$ cat config.mk
export PLATFORM = sky130hd
export DESIGN_NAME = vga_sync_rx
export DESIGN_NICKNAME = d
export VERILOG_FILES = /design/src/rtl/vga_sync_rx.sv
export SDC_FILE = /design/constraint.sdc
export NUM_CORES = 1
export LEC_CHECK = 0
export BUFFER_PORTS_ARGS = -buffer_cell sky130_fd_sc_hd__buf_2
export CORE_AREA = 8 8 117 119
export CTS_CLUSTER_SIZE = 14
export DETAILED_ROUTE_END_ITERATION = 12
export DIE_AREA = 0 0 125 127
export PLACE_DENSITY = 0.76
export SETUP_SLACK_MARGIN = 0.5
export SLEW_MARGIN = 20
export SYNTH_ARGS = -nofsm -noshare
export SYNTH_HDL_FRONTEND = slang
export SYNTH_SLANG_ARGS = --single-unit
$ cat constraint.sdc
create_clock -name clk -period 3.8 [get_ports clk]
set_input_delay 0.19 -clock clk [delete_from_list [all_inputs] [get_ports clk]]
set_output_delay 0.19 -clock clk [all_outputs]
set_load 0.01 [all_outputs]
$ cat src/rtl/vga_sync_rx.sv
// VGA timing receiver: recovers pixel coordinates from hs/vs, validates line and
// frame periods, and emits a qualified pixel stream once timing is locked.
module vga_sync_rx #(
    parameter int DATA_W      = 9,
    parameter int H_ACTIVE    = 640,
    parameter int H_BP        = 48,
    parameter int H_TOTAL     = 800,
    parameter int V_ACTIVE    = 480,
    parameter int V_BP        = 33,
    parameter int V_TOTAL     = 525,
    parameter int LOCK_FRAMES = 2
) (
    input  logic              clk,
    input  logic              rst,
    input  logic              hs,
    input  logic              vs,
    input  logic [DATA_W-1:0] pix_in,
    output logic [DATA_W-1:0] pix,
    output logic              pix_valid,
    output logic [10:0]       x,
    output logic [10:0]       y,
    output logic              frame_start,
    output logic              locked,
    output logic              sync_err,
    output logic [10:0]       h_meas,
    output logic [10:0]       v_meas
);

    localparam logic [10:0] HBP   = 11'(H_BP);
    localparam logic [10:0] H_END = 11'(H_BP + H_ACTIVE);
    localparam logic [10:0] VBP   = 11'(V_BP);
    localparam logic [10:0] V_END = 11'(V_BP + V_ACTIVE);
    localparam logic [10:0] H_TOT = 11'(H_TOTAL);
    localparam logic [10:0] V_TOT = 11'(V_TOTAL);
    localparam logic [10:0] CMAX  = 11'h7FF;
    localparam logic [7:0]  LF    = 8'(LOCK_FRAMES);

    typedef enum logic [1:0] {HUNT, CHECK, LOCKED} state_t;

    function automatic logic [10:0] sat_inc(input logic [10:0] v);
        return (v == CMAX) ? v : v + 11'd1;
    endfunction

    logic              hs_p0, vs_p0, hs_p1, vs_p1;
    logic [DATA_W-1:0] pix_p0, pix_p1;
    logic [10:0]       hcnt, vcnt, hper, lcnt;
    logic              hs_rise, hs_fall, vs_rise, vs_fall;
    logic              line_err, frame_err, any_err, active;
    state_t            state;
    logic [7:0]        good;
    logic              err_pend;

    assign hs_rise   = hs_p0 & ~hs_p1;
    assign hs_fall   = ~hs_p0 & hs_p1;
    assign vs_rise   = vs_p0 & ~vs_p1;
    assign vs_fall   = ~vs_p0 & vs_p1;
    // A line error is either a wrong period or the period counter running out
    // with no hs fall at all; the latter is caught once on its way into saturation.
    assign line_err  = (hs_fall && hper != H_TOT) || (!hs_fall && hper == CMAX - 11'd1);
    assign frame_err = vs_fall && (lcnt != V_TOT);
    assign any_err   = line_err || frame_err;
    assign active    = (hcnt >= HBP) && (hcnt < H_END) && (vcnt >= VBP) && (vcnt < V_END);

    // input stage (_p0) and edge history (_p1); counters align with pix_p1
    always_ff @(posedge clk or posedge rst) begin
        if (rst) begin
            hs_p0  <= 1'b0;
            vs_p0  <= 1'b0;
            hs_p1  <= 1'b0;
            vs_p1  <= 1'b0;
            pix_p0 <= '0;
            pix_p1 <= '0;
            hcnt   <= '0;
            vcnt   <= '0;
            hper   <= '0;
            lcnt   <= '0;
            h_meas <= '0;
            v_meas <= '0;
        end else begin
            hs_p0  <= hs;
            vs_p0  <= vs;
            pix_p0 <= pix_in;
            hs_p1  <= hs_p0;
            vs_p1  <= vs_p0;
            pix_p1 <= pix_p0;

            hcnt <= hs_rise ? 11'd0 : sat_inc(hcnt);

            if (vs_rise)
                vcnt <= '0;
            else if (hs_rise)
                vcnt <= sat_inc(vcnt);

            if (hs_fall) begin
                h_meas <= hper;
                hper   <= 11'd1;
            end else begin
                hper <= sat_inc(hper);
            end

            // An hs fall coincident with the vs fall belongs to the new frame
            if (vs_fall) begin
                v_meas <= lcnt;
                lcnt   <= hs_fall ? 11'd1 : 11'd0;
            end else if (hs_fall) begin
                lcnt <= sat_inc(lcnt);
            end
        end
    end

    // lock FSM
    always_ff @(posedge clk or posedge rst) begin
        if (rst) begin
            state    <= HUNT;
            good     <= '0;
            err_pend <= 1'b0;
            locked   <= 1'b0;
            sync_err <= 1'b0;
        end else begin
            sync_err <= 1'b0;
            case (state)
                HUNT: begin
                    if (vs_fall) begin
                        state    <= CHECK;
                        good     <= '0;
                        err_pend <= 1'b0;
                    end
                end
                CHECK: begin
                    if (any_err)
                        sync_err <= 1'b1;
                    if (vs_fall) begin
                        err_pend <= 1'b0;
                        if (any_err || err_pend) begin
                            good <= '0;
                        end else begin
                            good <= good + 8'd1;
                            if (good + 8'd1 == LF) begin
                                state  <= LOCKED;
                                locked <= 1'b1;
                            end
                        end
                    end else if (line_err) begin
                        err_pend <= 1'b1;
                        good     <= '0;
                    end
                end
                LOCKED: begin
                    if (any_err) begin
                        sync_err <= 1'b1;
                        locked   <= 1'b0;
                        state    <= HUNT;
                    end
                end
                default: state <= HUNT;
            endcase
        end
    end

    // output stage
    always_ff @(posedge clk or posedge rst) begin
        if (rst) begin
            pix         <= '0;
            x           <= '0;
            y           <= '0;
            pix_valid   <= 1'b0;
            frame_start <= 1'b0;
        end else begin
            pix_valid   <= active && (state == LOCKED);
            frame_start <= active && (state == LOCKED) && (hcnt == HBP) && (vcnt == VBP);
            if (active && (state == LOCKED)) begin
                pix <= pix_p1;
                x   <= hcnt - HBP;
                y   <= vcnt - VBP;
            end
        end
    end

endmodule
Yosys cells after proc, flatten, opt, wreduce, memory -nomap -nowiden --
Cells that the tools add are included. W data, S select, Z words.
Cells by class: add/subtract/negate cells 7, order comparisons 4, equality and inequality tests 22, multiplexer cells 33, bitwise operators 8, reductions and logical operators 24
Operator list (number):
- $mux W11 | 10
- $eq A11 B11 Y1 const B | 5
- $add A11 B1 Y11 const B | 4
- $mux W8 | 4
- $eq A11 B6 Y1 const B | 2
- $ge A11 B6 Y1 const B | 2
- $lt A11 B10 Y1 const B | 2
- $ne A11 B10 Y1 const B | 2
- $sub A11 B6 Y11 const B | 2
- $ne A2 B2 Y1 const B | 9
- $pmux W8 S2 | 1
- $mux W1 | 10
- $mux W2 | 5
- $reduce_and A5 Y1 | 2
- $logic_and A1 B1 Y1 | 9
- $add A8 B1 Y8 const B | 1
- $eq A8 B2 Y1 const B | 1
- $reduce_bool A2 Y1 | 4
- $pmux W2 S3 | 1
- $and A1 B1 Y1 | 4
- $not A1 Y1 | 4
- $pmux W1 S2 | 2
- $reduce_and A2 Y1 | 2
- $logic_or A1 B1 Y1 | 3
- other kinds (7) | 7
Storage, ports and cells: register bits 134, input bits 13, output and inout port bits 57, logic and storage cells 120

Depth between registers and ports, before layout --
Gate-level depths: netlist (run 1).
depth after elaboration 10, gate-level depth with buffers 8, mapped depth without buffers 8

Worst setup path after synthesis (run 1) --
No wires, ideal clock.
kind flip-flop to flip-flop, start point register hs_p1, end point register state[0], setup time 0.127 ns, arrival time 1.991 ns, slack 1.681 ns, stages on the path, launching flop included 8, path buffers 1, clock period less this slack 2.119 ns, path through dfrtp_1 nor2b_1 clkbuf_1 or4_4 o211a_2 a21o_1 a21oi_2 mux2_1
Between the ends: longest elaborated chain between the ends 8, elaborated cells on any way between the ends 10
RTL lines:
- start: declaration | line 44 | logic hs_p0, vs_p0, hs_p1, vs_p1;
- start signal: assignment | line 83 | hs_p1 <= hs_p0;
- $and A1 B1 Y1 * | line 54 | assign hs_fall = ~hs_p0 & hs_p1;
- $logic_not A1 Y1 | line 59 | assign line_err = (hs_fall && hper != H_TOT) || (!hs_fall && hper == CMAX - 11'd1);
- $logic_and A1 B1 Y1 | line 59
- $logic_or A1 B1 Y1 * | line 59
- $logic_or A1 B1 Y1 * | line 61 | assign any_err = line_err || frame_err;
- $logic_or A1 B1 Y1 | line 134 | if (any_err || err_pend) begin
- $ne A2 B2 Y1 (no source line)
- $reduce_and A5 Y1 (no source line) *
- end signal: assignment | line 139 | state <= LOCKED;
- end signal: assignment | line 152 | state <= HUNT;
- end signal: assignment | line 155 | default: state <= HUNT;
- end: declaration | line 49 | state_t state;
Every way passes the cells marked *; elsewhere a longest branch is shown, timed or not. A chain may end at the register's enable or synchronous reset.

Worst setup path in the final report (run 1) --
start point register hcnt[0], end point register y[0]
Between the ends: longest elaborated chain between the ends 5, elaborated cells on any way between the ends 6
RTL lines:
- start: declaration | line 46 | logic [10:0] hcnt, vcnt, hper, lcnt;
- start signal: assignment | line 87 | hcnt <= hs_rise ? 11'd0 : sat_inc(hcnt);
- $ge A11 B6 Y1 / $lt A11 B10 Y1 (equally long branches) | line 62 | assign active = (hcnt >= HBP) && (hcnt < H_END) && (vcnt >= VBP) && (vcnt < V_END);
- $logic_and A1 B1 Y1 * (3 in a row) | line 62
- $logic_and A1 B1 Y1 * | line 171 | if (active && (state == LOCKED)) begin
- end signal: assignment | line 174 | y <= vcnt - VBP;
- end: declaration | line 21 | output logic [10:0] y,
Marked as above.

==> results of run 1 <==
==> where the power goes <==
group	total [W]	switching (W)	internal, W
Combinational	0.000497	0.000296	0.000200
Clock	0.00172	0.000626	0.00110
Sequential	0.00165	0.000114	0.00153
==> state kept, by name, summed over array words and instances (netlist names), 2 cells and up <==
name / cells
v_meas: 11
state: 2
y: 11
hcnt: 11
good: 8
pix_p1: 9
hper: 11
x: 11
h_meas: 11
pix_p0: 9
pix: 9
vcnt: 11
lcnt: 11
==> layout by cell type, fill, tap and decap left out, types with 5 or more instances in the layout <==
cell type      netlist  final
nor2b_1              8      8
and2_1               5      5
nand3_1             11     11
xnor2_1             18     18
a21oi_1             10     10
a31oi_1              8      8
clkinvlp_4           0      7
nor4_1               7      7
inv_1               19     18
xor2_1              27     27
dfrtp_1            134    134
o21ai_0             16     16
dlygate4sd3_1        0     12
buf_2                9     69
nor3_1               7      7
nand2_1             95     95
mux2i_1              8      8
mux2_2              26     26
ha_1                16     16
and3_1               9      9
nand4_1              7      7
nor2_1              57     57
clkbuf_16            0     17
==> critical path, stage by stage (launching register included) <==
cell and delay, ns:
dfrtp_1 0.44, nor4_1 0.38, nand3b_1 0.18, a2111oi_2 0.43, nand4_4 0.59, mux2_4 0.50
==> metrics by stage <==
step | area (um^2) | hold slack [ns] | instances
after CTS | 7350 | 0.349 | 813
final | 7350 | 0.351 | 813
after global routing | 7350 | 0.361 | 813
after global placement | 6600 | 0.235 | 769
after detailed placement | 6600 | 0.259 | 769
after floorplan | 6170 | 0.221 | 576
==> path summary, 6_finish.rpt <==
check                           startpoint        end  slack, ns  cells after the start
max in group asynchronous              rst       y[7]       2.55                      4
min in group clk                 pix_p0[2]  pix_p1[2]       0.35                      0
worst max-delay path               hcnt[0]       y[0]       1.15                      5
worst min register to register   pix_p0[2]  pix_p1[2]       0.35                      0
worst max register to register     hcnt[0]       y[0]       1.15                      5
worst min-delay path                   rst  h_meas[0]       0.35                      3
==> routing by layer <==
metal | share of wire (%) | GRT usage [%]
met1 | 44 | 19.9
met2 | 50 | 28.4
met3 | 4.6 | 4.78
met4 | 1.7 | 6.81
met5 | 0 | 0
==> logic make-up (layout without fill, tap and decap cells) <==
kind of cell | after synthesis | after routing | share of synthesized area [%]
simple gates | 235 | 235 | 18.6
flops | 134 | 134 | 54.4
compound gates | 62 | 62 | 7.02
buf+inv | 46 | 136 | 3.43
xor+xnor | 45 | 45 | 6.39
mux | 38 | 38 | 6.96
fa+ha+maj | 16 | 16 | 3.25
==> cell type report <==
cell class	count	share of cell area (%)
clock buffers	17	5.79
clock inverters	15	2.79
inverters	19	1.02
multi-input cells	396	35.4
flip-flops and latches	134	45.6
well taps	147	2.50
repair buffers	85	6.91
==> summary.md, run 1 <==
| Metric | Value |
|---|---|
| Status | `complete, no violations` |
| Via count | `4386` |
| Critical path endpoint category | `flop` |
| Clk buf depth | `2` |
| MaxCap Viol Count | `0` |
| Vias per std cell | `5.39` |
| CTS tree | `done` |
| Final hold violations | `0` |
| Clk sinks | `134` |
| Post-CTS sizing | `0` |
| Async SR Flop Fraction | `100%` |
| Routed len/inst | `15.5 um` |
| Fin. max-slew vios | `0` |
| DIE AREA | `15900 um^2` |
| Drt total wl | `12.6 mm` |
| Drt drc | `0` |
| Endpoints failing setup | `0` |
| Pwr Total | `0.00387 W` |
| Post-synthesis cell type count | `64` |
| Most instantiated library cell after synthesis | `dfrtp_1` |
| Yosys top cell area share | `54.4%` |
| Period utilization | `69.6%` |
| Pre-CTS WS | `1.15 ns` |
| RePlAce Congestion | `0.869` |
| Synthesized netlist cell count | `576` |
| Number of synthesized register bits | `134` |
| Row cnt | `40` |
| Critical path launch point type | `flop` |
| H-Tree Depth | `4` |
| CTS root buf | `clkbuf_16` |
| Final core occ | `62.3%` |
| Worst Setup Path Type | `reg2reg` |
| Chip Width | `125 um` |
| Clock slew at reported path FFs | `0.06 ns` |
| Synth Warn # | `0` |
| Actual slew at the worst max-slew pin | `0.906 ns` |
| Post-synth EDFFs | `0` |
| Fillers | `942` |
| Initial antenna violation count | `0` |
| Syn avg cell area | `10.7 um^2` |
| Rel. slew slack | `39.0%` |
| Storage cell area | `3350 um^2` |
| Setup bufs post-CTS | `0` |
| Routed Antenna Nets | `0` |
| Synth top cells by count | `dfrtp_1, nand2_1, nor2_1` |
| Post-synth net total | `605` |
| Worst Clk Skew | `0.00723 ns` |
| Worst VDD drop | `303 uV` |
| Die Height | `127 um` |
| CTS Buf Count | `17` |
| Clk_lat worst skew | `0.42 ns` |
| Critical path peak fanout | `33` |
| WP data required | `4.11 ns` |
| Layout Nets | `682` |
| Core box area | `11800 um^2` |
| Post-Syn Area | `6170 um^2` |
| Ys flop type | `dfrtp_1` |
| I/O pin count | `70` |
| PortBufs | `69` |
| Worst setup margin | `1.15 ns` |
| Top cells by area, synth | `dfrtp_1, nand2_1, mux2_2` |
| Layout cells sized above 1 | `21.9%` |
| Synthesis-to-layout area growth | `19.2%` |
| Iter 0 DRT Violations | `282` |
| Initial Utilization | `52.2%` |
| Worst min-delay path class | `in2async` |
| Post-synth top area cell | `dfrtp_1` |
| Crit path time final | `2.65 ns` |
| Vias in the first global route | `4491` |
| Pwr dens | `526 nW/um^2` |
| Drt first pass iters | `4` |
| Largest net degree at the start of global routing | `114` |
| Crit path DAT | `2.95 ns` |
| Diodes inserted | `0` |
| Multi-input gate area | `2600 um^2` |
| Total negative slack | `0 ns` |
| CTS Hold Bufs | `12` |
| FMAX | `0.378 GHz` |
| GRT Total Usage | `16.8%` |
| Global-route wire length before repair | `21.8 mm` |
| Pleak | `3.69 nW` |
| Grt ovf | `0` |
| RSZ-0062 raised after global routing | `no` |
| Detailed Place HPWL | `8.42 mm` |
| Post-synthesis sequential area ratio | `54.4%` |
Power figures use the tool's default switching activity.
==> inputs of run 2 (changes only) <==
- CORE_AREA: 8 8 117 119 -> 8 8 113 115
- DIE_AREA: 0 0 125 127 -> 0 0 121 123
- PLACE_DENSITY: 0.76 -> 0.77
- clock period: 3.8 -> 2.6 ns (I/O delays scaled with it)
==> run 2 against run 1 <==
- via count rose by 7.0%
- sequential power increased by 46%
- total power increased by 54%
- routed wire length rose by 15%
- register-to-register slack worse by 0.69 ns
- first-iteration DRC count increased by 7.8%
- core utilization grew 9.1 points
- clock skew rose by 0.00073 ns
- clock power increased by 57%
- largest power group unchanged
==> summary.md, run 2 (synthesis results as in run 1) <==
| Metric | Value |
|---|---|
| FF-to-FF setup slack | `0.47 ns (-0.69 ns)` |
| Synthesis-to-layout area growth | `28.1%` |
| CTS Buf Count | `17 (unchanged)` |
| Met2 usage | `34.0% (+5.6 points)` |
| Endpoints failing setup | `0 (unchanged)` |
| Actual slew at the worst max-slew pin | `0.821 ns (-0.0850 ns)` |
| WP data required | `2.90 ns (-1.21 ns)` |
| Layout Nets | `719 (+5.4%)` |
| Worst-path cell chain | `nor4_2, nand3b_1, a2111oi_4, nand4_4, buf_4, buf_16, mux2_4` |
| Clk sinks | `134 (unchanged)` |
| Clk_lat worst skew | `0.42 ns (about the same)` |
| Diodes inserted | `0 (unchanged)` |
| Commonest cells after routing, fill and taps aside | `dfrtp_1, nand2_1, buf_2` |
| Detailed Place HPWL | `8.66 mm (+2.8%)` |
| Critical path launch point type | `flop` |
| Vias per std cell | `5.55 (+2.8%)` |
| Worst min-delay path class | `in2async` |
| Clock slew at reported path FFs | `0.06 ns (about the same)` |
| Via count | `4693 (+7.0%)` |
| Worst VDD drop | `515 uV (+70%)` |
| CP max stage cell | `dfrtp_2` |
| Largest delay share family, worst path | `simple AND/OR/NAND/NOR gates` |
| Status | `complete, no violations` |
| Iter 0 DRT Violations | `304 (+7.8%)` |
| Final non-filler cell total | `846 (+4.1%)` |
| Drt first pass iters | `4 (unchanged)` |
| Pre-CTS WS | `0.358 ns (-0.794 ns)` |
| CTS tree | `done` |
| Layout cells sized above 1 | `31.6% (+9.7 points)` |
| Worst setup margin | `0.465 ns (-0.690 ns)` |
| Fin. max-slew vios | `0 (unchanged)` |
| Grt ovf | `0 (unchanged)` |
| Global-route met3 utilization | `4.43% (-0.35 points)` |
| Drt total wl | `14.6 mm (+15%)` |
| Largest net degree at the start of global routing | `67 (-41%)` |
| Worst Clk Skew | `0.00796 ns (+0.000729 ns)` |
| PortBufs | `69 (unchanged)` |
| Row cnt | `39 (-2.5%)` |
| WP buf/inv | `2 (+2)` |
| Drt drc | `0 (unchanged)` |
| Period utilization | `82.1% (+12 points)` |
| FMAX | `0.468 GHz (+24%)` |
| Met1 Resource Use GR | `23.0% (+3.1 points)` |
| Launch point of the worst reg-to-reg path | `hcnt[1]` |
| RSZ-0062 raised after global routing | `yes` |
| Worst Setup Path Type | `reg2reg` |
| R2r endpoint | `y[0]` |
| I/O pin count | `70 (unchanged)` |
| Critical path peak fanout | `15 (-55%)` |
| Placed Cells | `771 (+0.26%)` |
| Rel. slew slack | `45.2% (+6.2 points)` |
| Commonest non-fill, non-tap cell in the layout | `dfrtp_1` |
| CP max stage delay | `0.41 ns (-0.18 ns)` |
| Core box area | `11100 um^2 (-6.2%)` |
| Chip Width | `121 um (-3.2%)` |
| Routed Antenna Nets | `0 (unchanged)` |
| Die Height | `123 um (-3.1%)` |
| Total negative slack | `0 ns (unchanged)` |
| CTS root buf | `clkbuf_16` |
| MaxCap Viol Count | `0 (unchanged)` |
| GRT Total Usage | `19.5% (+2.7 points)` |
| Crit path time final | `2.13 ns (-0.510 ns)` |
| H-Tree Depth | `4 (unchanged)` |
| Crit path DAT | `2.43 ns (-0.52 ns)` |
| Initial Utilization | `55.7% (+3.5 points)` |
| Final hold violations | `0 (unchanged)` |
| Clk buf depth | `2 (unchanged)` |
| DIE AREA | `14900 um^2 (-6.2%)` |
| Critical path endpoint category | `flop` |
| Vias in the first global route | `4788 (+6.6%)` |
| Reg2Reg Depth | `7 (+2)` |
| Pleak | `3.94 nW (+6.5%)` |
| Global-route wire length before repair | `23.2 mm (+6.2%)` |
| Routed len/inst | `17.2 um (+11%)` |
| RePlAce Congestion | `0.870 (+0.12%)` |
| Initial antenna violation count | `0 (unchanged)` |
| GRT Max-Usage Layer | `met2` |
| Pwr dens | `755 nW/um^2 (+44%)` |
run 2: cell count changes in the layout (fill, tap and decap cells not counted), moves of 3 or more:
cell	change
buf_4	+33
clkinvlp_4	-4
dfrtp_1	-17
dfrtp_2	+17
mux2_2	-3
mux2_4	+3
run 2: final cells by class:
class	instances	area, um^2
repair buffers	122	831
multi-input cells	396	2770
inverters	19	75.1
flip-flops and latches	134	3370
clock buffers	19	443
well taps	143	179
fillers	766	3170
clock inverters	13	228
run 2: power breakdown:
group | internal [W] | switching (W) | leakage [nW]
Combinational | 0.000366 | 0.000492 | 1.85
Clock | 0.00182 | 0.000876 | 0.323
Sequential | 0.00225 | 0.000165 | 1.76
Total | 0.00443 | 0.00153 | 3.94
run 2: per-stage QoR:
step	total power, W	instance area (um^2)	util (%)	hold slack, ns
2_1_floorplan	0.00292	6170	-	0.161
3_3_place_gp	0.00310	6640	60.0	0.0656
3_5_place_dp	0.00315	6640	60.0	0.0715
4_1_cts	0.00593	7670	69.2	0.194
5_1_grt	0.00623	7900	71.3	0.239
6_report	0.00597	7900	71.3	0.208
run 2: worst register-to-register path, cell delays in order (launching register included):
cell and delay (ns):
dfrtp_2 0.41, nor4_2 0.26, nand3b_1 0.19, a2111oi_4 0.39, nand4_4 0.14, buf_4 0.17, buf_16 0.15, mux2_4 0.31
run 2: repair_timing:
action | CTS | global route
pin swaps | 4 | 7
endpoints found under the setup margin | 39 | 52
hold buffers | 12 | 0
endpoints found under the hold margin | 20 | 0
gates cloned | 1 | 1
gates resized for setup | 27 | 27
buffers inserted | 14 | 15
run 2: worst max path at each step:
stage                  from        to  slack [ns]  depth (start not counted)
CTS                 hcnt[1]      y[0]        0.43                          6
finish              hcnt[1]      y[0]        0.47                          7
detailed placement  hcnt[5]      y[0]        0.36                          6
global placement    hcnt[4]      y[0]        0.44                          6
global route        vcnt[2]      y[9]        0.35                          5
floorplan             hs_p1  state[0]        0.50                          7
run 2: layer usage:
| layer | vias up | share of wire [%] |
|---|---|---|
| met3 | 27 | 4.3 |
| met2 | 129 | 52 |
| met5 | - | 0 |
| met4 | 0 | 1.9 |
| li1 | 2194 | - |
| met1 | 2343 | 41 |
==> inputs of run 3 (changes only) <==
- CORE_AREA: 8 8 113 115 -> 8 8 117 119
- DIE_AREA: 0 0 121 123 -> 0 0 125 127
- PLACE_DENSITY: 0.77 -> 0.76
- clock period: 2.6 -> 1.8 ns (I/O delays scaled with it)
==> run 3 against run 2 <==
- the run now ends with negative setup slack left
- sequential power rose by 43%
- combinational power grew 140%
- design area grew 16%
- setup slack worse by 0.80 ns
- global-route usage is 1.3 points higher
- cell count increased by 13%
- register-to-register slack lost 0.80 ns
- sequential share of layout area fell by 6.0 points
- non-clock buffer count grew 103
- fmax down 0.21%
- clock-buffer cell count up 3
- worst hold slack better by 0.093 ns
- critical path type unchanged
- critical endpoint is now state[0]
- largest cell class unchanged
==> summary.md, run 3 (synthesis results as in run 1) <==
| Metric | Value |
|---|---|
| Failing checks | `negative setup slack` |
| Routed len/inst | `18.5 um (+7.6%)` |
| Drt drc | `0 (unchanged)` |
| Worst VDD drop | `661 uV (+28%)` |
| DIE AREA | `15900 um^2 (+6.7%)` |
| Commonest cells after routing, fill and taps aside | `dfrtp_1, buf_4, nand2_1` |
| Crit path DAT | `2.45 ns (+0.02 ns)` |
| Placed Cells | `870 (+13%)` |
| Pre-CTS WS | `-0.378 ns (-0.737 ns)` |
| Layout cells sized above 1 | `46.8% (+15 points)` |
| Largest delay share family, worst path | `simple AND/OR/NAND/NOR gates` |
| Crit path time final | `2.14 ns (+0.00455 ns)` |
| Vias in the first global route | `5479 (+14%)` |
| Vias per std cell | `5.53 (-0.23%)` |
| FF-to-FF setup slack | `-0.34 ns (-0.80 ns)` |
| Routed Antenna Nets | `0 (unchanged)` |
| Initial Utilization | `52.2% (-3.5 points)` |
| Psw | `0.00247 W (+61%)` |
| RePlAce Congestion | `0.828 (-4.8%)` |
| WP data required | `2.11 ns (-0.79 ns)` |
| CP max stage delay | `0.44 ns (+0.03 ns)` |
| Core box area | `11800 um^2 (+6.6%)` |
| Clock slew at reported path FFs | `0.06 ns (about the same)` |
| CP max stage cell | `or4_4` |
| Hold Path Sink | `pix_p0[5]` |
| Rel. slew slack | `61.3% (+16 points)` |
| Chip Width | `125 um (+3.3%)` |
| Critical path peak fanout | `4 (-11)` |
| Sequential power share | `39.4% (-1.0 points)` |
| Critical path launch point type | `flop` |
| Reg2Reg Depth | `8 (+1)` |
| H-Tree Depth | `4 (unchanged)` |
| Drt first pass iters | `6 (+2)` |
| Period utilization | `119% (+37 points)` |
| Global-route wire length before repair | `26.4 mm (+14%)` |
| Hold Startpoint | `pix_in[5]` |
| Fin. max-slew vios | `0 (unchanged)` |
| Clk buf depth | `2 (unchanged)` |
| Endpoints failing setup | `68 (+68)` |
| RSZ-0062 raised after global routing | `yes` |
| Critical path endpoint category | `flop` |
| CTS Buf Count | `17 (unchanged)` |
| CTS root buf | `clkbuf_16` |
| Final non-filler cell total | `952 (+13%)` |
| Combinational power share | `23.6% (+9.2 points)` |
| MaxCap Viol Count | `0 (unchanged)` |
| I/O pin count | `70 (unchanged)` |
| Pleak | `4.60 nW (+17%)` |
| Worst hold path stage count | `2` |
| Grt ovf | `0 (unchanged)` |
| Row cnt | `40 (+2.6%)` |
| Status | `finished, violations left` |
| Clk pwr share | `36.9% (-8.3 points)` |
| Actual slew at the worst max-slew pin | `0.580 ns (-0.241 ns)` |
| Iter 0 DRT Violations | `377 (+24%)` |
| Layout Nets | `822 (+14%)` |
| Drt total wl | `17.6 mm (+21%)` |
| Clk_lat worst skew | `0.42 ns (about the same)` |
| Worst-path cell chain | `buf_4, ha_4, nand4_1, or4_4, o211a_4, a21o_1, a21oi_2, mux2_4` |
| Worst Clk Skew | `0.00538 ns (-0.00258 ns)` |
| Synthesis-to-layout area growth | `48.6%` |
| Clk sinks | `134 (unchanged)` |
| Largest net degree at the start of global routing | `86 (+28%)` |
| Detailed Place HPWL | `9.95 mm (+15%)` |
| WP buf/inv | `1 (-1)` |
| Via count | `5269 (+12%)` |
| Worst Setup Path Type | `reg2reg` |
| Pwr Total | `0.00872 W (+46%)` |
| FMAX | `0.467 GHz (-0.21%)` |
| Launch point of the worst reg-to-reg path | `hper[1]` |
| Final hold violations | `0 (unchanged)` |
| Internal power | `0.00624 W (+41%)` |
| R2r endpoint | `state[0]` |
| Die Height | `127 um (+3.3%)` |
| GRT Total Usage | `20.8% (+1.3 points)` |
| PortBufs | `69 (unchanged)` |
| Initial antenna violation count | `0 (unchanged)` |
| Worst min-delay path class | `in2reg` |
| CTS tree | `done` |
| Diodes inserted | `0 (unchanged)` |
| Worst setup margin | `-0.339 ns (-0.805 ns)` |
| Fillers | `682 (-11%)` |
| Commonest non-fill, non-tap cell in the layout | `dfrtp_1` |
| Net Sw Frac | `28.4% (+2.7 points)` |
| Pwr dens | `951 nW/um^2 (+26%)` |
[run 3: cell count changes in the layout (fill, tap and decap cells not counted), moves of 7 or more]
| cell | before | now |
|---|---|---|
| buf_6 | 2 | 30 |
| dfrtp_2 | 17 | 7 |
| ha_4 | 1 | 8 |
| mux2_4 | 6 | 28 |
| mux2_2 | 23 | 2 |
| buf_4 | 36 | 110 |
| nor2_1 | 55 | 46 |
| dfrtp_1 | 117 | 127 |
[run 3: through the flow]
step | cell area (um^2) | TNS [ns] | utilization (%) | hold slack (ns)
2_1_floorplan | 6450 | -7.51 | - | 0.121
3_3_place_gp | 7640 | -9.77 | 64.7 | 0.198
3_5_place_dp | 7640 | -13.03 | 64.7 | 0.199
4_1_cts | 8720 | -9.89 | 73.8 | 0.294
5_1_grt | 9170 | -17.60 | 77.6 | 0.307
6_report | 9170 | -13.78 | 77.6 | 0.301
[run 3: power groups by stage]
stage	sequential [W]	clock, W	combinational [W]
after floorplan	0.00351	0	0.000762
after global placement	0.00344	0	0.00143
after detailed placement	0.00346	0	0.00150
after CTS	0.00342	0.00324	0.00177
after global routing	0.00346	0.00339	0.00225
final	0.00344	0.00322	0.00206
[run 3: routing by layer]
layer	wire length [um]	track usage, %	vias up
met1	6800	22.4	2653
met2	9450	37.7	175
met5	0	0	-
li1	-	-	2390
met3	810	5.12	51
met4	567	9.96	0
[run 3: worst max-delay path by stage]
stage / start / slack [ns] / depth (start not counted) / to
after floorplan: hs_p1 / -0.29 / 7 / state[0]
after detailed placement: hcnt[0] / -0.38 / 6 / pix[6]
final: hper[1] / -0.34 / 8 / state[0]
after CTS: hcnt[3] / -0.27 / 6 / pix[3]
after global placement: hcnt[0] / -0.29 / 6 / pix[1]
after global routing: hper[0] / -0.40 / 8 / state[0]
[run 3: cell type report]
class                           count  area (um^2)  area share [%]
Clock buffer                       22          474            5.17
Clock inverter                      9         77.6           0.846
Inverter                           19         75.1           0.819
Multi-Input combinational cell    396         3280            35.8
Sequential cell                   134         3360            36.7
Tap cell                          147          184            2.01
Timing Repair Buffer              225         1710            18.6
[run 3: timing repair]
action | CTS | global route
setup buffers | 19 | 18
endpoints found under the hold margin | 145 | 0
hold buffers | 12 | 0
resized for setup | 62 | 60
gates cloned | 0 | 2
setup endpoints to repair | 90 | 90
pin swaps | 32 | 39
[run 3: worst register-to-register path: stages (launching register included)]
cell,delay [ns]
dfrtp_1,0.40
buf_4,0.15
ha_4,0.12
nand4_1,0.08
or4_4,0.44
o211a_4,0.18
a21o_1,0.19
a21oi_2,0.15
mux2_4,0.31
